==> src/rtl/can_level_stuff.sv <==
// CAN bit-stuffing layer: strips received stuff bits, inserts transmit stuff bits,
// and reports stuff-rule violations and transmit/receive bit mismatches.
module can_level_stuff #(
  parameter logic [2:0] STUFF_LEN = 3'd5
) (
  input  logic clk,
  input  logic rstn,
  input  logic bit_req,
  input  logic bit_rbit,
  output logic bit_tbit,
  input  logic stuff_en,
  input  logic tx_en,
  input  logic abort,
  output logic up_req,
  output logic up_rbit,
  input  logic up_tbit,
  output logic stuff_err,
  output logic bit_err
);

  // Handshake: bit_req is a 1-cycle pulse with bit_rbit valid in that cycle; up_req mirrors it
  // for data slots only, and up_tbit must be stable from the cycle after up_req until the next bit_req.
  logic       stuff_pend;
  logic       stuff_val;
  logic       last;
  logic       tx_q;
  logic       req_d;
  logic [2:0] run;
  logic [2:0] run_inc;
  logic [2:0] run_nxt;

  assign bit_tbit = stuff_pend ? stuff_val : up_tbit;
  assign up_req   = bit_req & ~stuff_pend;
  assign up_rbit  = bit_rbit;

  always_comb begin
    run_inc = (run == 3'd7) ? run : run + 3'd1;
    run_nxt = (bit_rbit == last) ? run_inc : 3'd1;
  end

  always_ff @(posedge clk or negedge rstn) begin
    if (!rstn) begin
      stuff_pend <= 1'b0;
      stuff_val  <= 1'b1;
      last       <= 1'b1;
      run        <= 3'd0;
      tx_q       <= 1'b1;
      req_d      <= 1'b0;
      stuff_err  <= 1'b0;
      bit_err    <= 1'b0;
    end else begin
      stuff_err <= 1'b0;
      bit_err   <= 1'b0;
      req_d     <= bit_req;
      // tx_q holds the bit actually driven for the slot that the next bit_req samples
      if (req_d) tx_q <= bit_tbit;
      if (bit_req) begin
        if (tx_en && !abort) bit_err <= (bit_rbit != tx_q);
        if (abort) begin
          stuff_pend <= 1'b0;
          run        <= 3'd0;
          last       <= 1'b1;
        end else if (stuff_pend) begin
          stuff_err  <= (bit_rbit != stuff_val);
          stuff_pend <= 1'b0;
          last       <= bit_rbit;
          run        <= 3'd1;
        end else if (stuff_en) begin
          last <= bit_rbit;
          if (run_nxt == STUFF_LEN) begin
            stuff_pend <= 1'b1;
            stuff_val  <= ~bit_rbit;
            run        <= 3'd0;
          end else begin
            run <= run_nxt;
          end
        end else begin
          run  <= 3'd0;
          last <= 1'b1;
        end
      end
    end
  end

endmodule

==> config.mk <==
export PLATFORM = sky130hd
export DESIGN_NAME = can_level_stuff
export DESIGN_NICKNAME = d
export VERILOG_FILES = /design/src/rtl/can_level_stuff.sv
export SDC_FILE = /design/constraint.sdc
export NUM_CORES = 1
export LEC_CHECK = 0
export BUFFER_PORTS_ARGS = -buffer_cell sky130_fd_sc_hd__buf_2
export CORE_AREA = 2 2 39 41
export DETAILED_ROUTE_END_ITERATION = 8
export DIE_AREA = 0 0 41 43
export GPL_TIMING_DRIVEN = 0
export PLACE_DENSITY = 0.68
export SYNTH_ARGS = -nofsm -noshare
export SYNTH_HDL_FRONTEND = slang
export SYNTH_SLANG_ARGS = --single-unit
==> constraint.sdc <==
create_clock -name clk -period 3.2 [get_ports clk]
set_clock_uncertainty 0.1 [all_clocks]
set_input_delay 0.8 -clock clk [delete_from_list [all_inputs] [get_ports clk]]
set_output_delay 0.8 -clock clk [all_outputs]
set_load 0.005 [all_outputs]
==> run_results.csv <==
group,metric,value,unit
job,maxCapViolCount,0,
drt,drt_iter0_drc,15,
drt,drtAntennaViolNets,0,
placed_design,dp_slack,0.928,ns
yosys,ys_warn_count,0,
yosys,synth_seq_cells,10,
power,ir_drop,0.230,mV
clock_tree,cts.sinks,10,
clock_tree,cts-resized-gates,0,
layout,layout-drive-gt1-share,0.366,
critical_path,worstSetupEndpointType,"primary output",
drt,vias,460,
critical_path,crit_required,2.30,ns
clock_tree,htreeDepth,1,
critical_path,crit_path_max_fanout,9,
hold_path,holdCritPathClass,"input port to asynchronous set/reset pin",
yosys,synth_top_area_cell,"dfrtp_1",
power,power.density,389,nW/um2
timing,worstMarginPinSlew,0.452,ns
timing,period_minus_slack,2.27,ns
critical_path,crit_top_cell,"buf_2",
layout,antenna_cells,0,
global_routing,gr-total-overflow,0,
timing,final-max-slew-violation-count,0,
critical_path,crit_path_max_incr_delay,0.19,ns
floorplanning,io_pins,13,
layout,instances_no_fill,87,
floorplanning,initial_utilization,0.423,
layout,area_delta_synth_final,17.3,%
layout,fin_nets,81,
clock_tree,root_buffer,"clkbuf_4",
critical_path,startpoint_type,"input port",
floorplanning,die_area,1760,um2
timing,setup_violations,0,
yosys,syn_area,586,um2
timing,rsz0062_at_grt,"no",
layout,nFillCells,138,
timing,fmax,440,MHz
placed_design,place.gp.congestion,0.739,
drt,firstDrtPassIters,6,
floorplanning,die_h,43,um
outcome,status,"finished, final reports clean",
placed_design,placed_area,661,um2
critical_path,crit_slowest_cell,"and2b_2",
clock_tree,cts_hold_buffers,0,
global_routing,grt_max_degree,11,
yosys,yosysTopAreaCellShare,0.299,
global_routing,grt_pass1_wl,1860,um
yosys,synth.distinct_cells,29,
timing,relSlewSlack,0.696,
yosys,ys_top_cells_by_area,"dfrtp_1 (30%), dfstp_2 (13%), nand4bb_4 (4.7%), inv_1 (3.8%), mux2_2 (3.8%)",
drt,avgViaCountPerCell,5.29,
critical_path,cp_cell_sequence,"buf_2 -> buf_4 -> and2b_2 -> buf_2",
global_routing,grt_pass1_vias,417,
timing,finalHoldViolCount,0,
floorplanning,num_rows,14,
timing,fin_ws,0.929,ns
clock_tree,cts_tree,"done",
clock_tree,clkTransAtPathRegs,0.07,ns
placed_design,place_hpwl,814,um
clock_tree,cts_buffer_depth,2,
placed_design,placedCellCount,83,
clock_tree,worstSkewPairLatency,0.27,ns
yosys,yosysSeqAreaShare,0.434,
layout,fin_area,687,um2
global_routing,grt_util_all_layers,0.160,
global_routing,antenna_found_initial,0,
timing,tns,0,ns
layout,register_area,254,um2
drt,avgRoutedWirePerCell,12.1,um
clock_tree,cts_setup_buffers,0,
yosys,syn_nets,65,
timing,fin_crit_sh,0.710,
clock_tree,cts_buffers,3,
drt,route.detailed.drc,0,
floorplanning,core-area,1380,um2
yosys,synthCells,56,
drt,routed_wl,1050,um
placed_design,portBuffers,11,
yosys,syn_area_per_cell,10.5,um2
critical_path,cp.arrival,1.37,ns
floorplanning,die_x,41,um
power,total_leakage_power,0.307,nW
critical_path,path_class,"input port to primary output",
layout,multi_input_area,289,um2
through the flow:
step	hold WS, ns	utilization	power (mW)
after detailed placement	0.389	0.477	0.177
after global placement	0.384	0.477	0.176
after global routing	0.285	0.496	0.286
final	0.274	0.496	0.267
after CTS	0.280	0.496	0.271
after floorplan	0.378	-	0.163
Yosys cell counts:
library cell  number
and3_1             2
inv_1              6
nor3_1             3
a21oi_1            2
nor4b_1            2
o22ai_1            2
o31ai_1            2
o21ai_0            2
mux2i_1            1
xnor2_1            1
buf_4              2
mux2_2             2
a41oi_1            1
nand2_1            2
ha_1               1
nand4bb_4          1
dfstp_2            3
buf_2              1
dfrtp_1            7
or2_4              1
a31o_2             1
a22o_1             1
nor2b_1            1
nor2_1             3
o31a_1             1
and2b_2            1
xor2_1             2
maj3_1             1
and4b_1            1
power by group:
group	total [mW]	internal [mW]	switching, mW
combinational	0.0372	0.0188	0.0184
clock	0.0930	0.0482	0.0449
sequential	0.137	0.133	0.00425
routing by layer:
metal | up-vias | routed length, um | GRT usage
li1 | 231 | - | -
met1 | 213 | 448 | 0.206
met2 | 14 | 541 | 0.234
met3 | 2 | 51 | 0.0628
met4 | 0 | 12 | 0.0600
met5 | - | 0 | 0
area by class of cell:
| type | count | area share |
|---|---|---|
| plain buffers | 3 | 0.0291 |
| clock buffers | 4 | 0.0383 |
| inverters | 6 | 0.0328 |
| multi-input cells | 37 | 0.421 |
| flip-flops and latches | 10 | 0.370 |
| well taps | 16 | 0.0291 |
| repair buffers | 11 | 0.0801 |
critical path: cells and delay by family:
| kind | cells | cell delay, ns |
|---|---|---|
| buffers and inverters | 3 | 0.38 |
| and+or+nand+nor | 1 | 0.19 |
state kept, by name (all words and copies together), names as in the netlist:
name        cells
run             3
bit_err         1
last            1
req_d           1
stuff_err       1
stuff_pend      1
stuff_val       1
tx_q            1
cells in the final DEF, fill, tap and decap left out, types with 3 or more instances in the layout:
master	count
inv_1	6
nor3_1	3
nor2_1	3
buf_2	12
dfstp_2	3
dfrtp_1	7
clkbuf_4	3
path summary, 6_finish.rpt:
kind                          from   endpoint  slack [ns]  depth (start not counted)
min in group clk             req_d       tx_q        0.40                          1
max                        bit_req     up_req        0.93                          4
max in group asynchronous     rstn       tx_q        2.46                          1
min reg2reg                  req_d       tx_q        0.40                          1
min                           rstn  stuff_err        0.27                          1
max reg2reg                 run[0]  stuff_val        1.36                          5
kinds of logic (layout without fill, tap and decap cells):
group           after synthesis  in the layout  synth area share
xor+xnor                      3              3            0.0449
fa+ha+maj                     2              2            0.0385
simple gates                 17             17             0.214
buf+inv                       9             24            0.0726
flops                        10             10             0.434
mux                           3              3            0.0556
compound gates               12             12             0.141
Note: power is estimated with default switching activity, not from simulation.
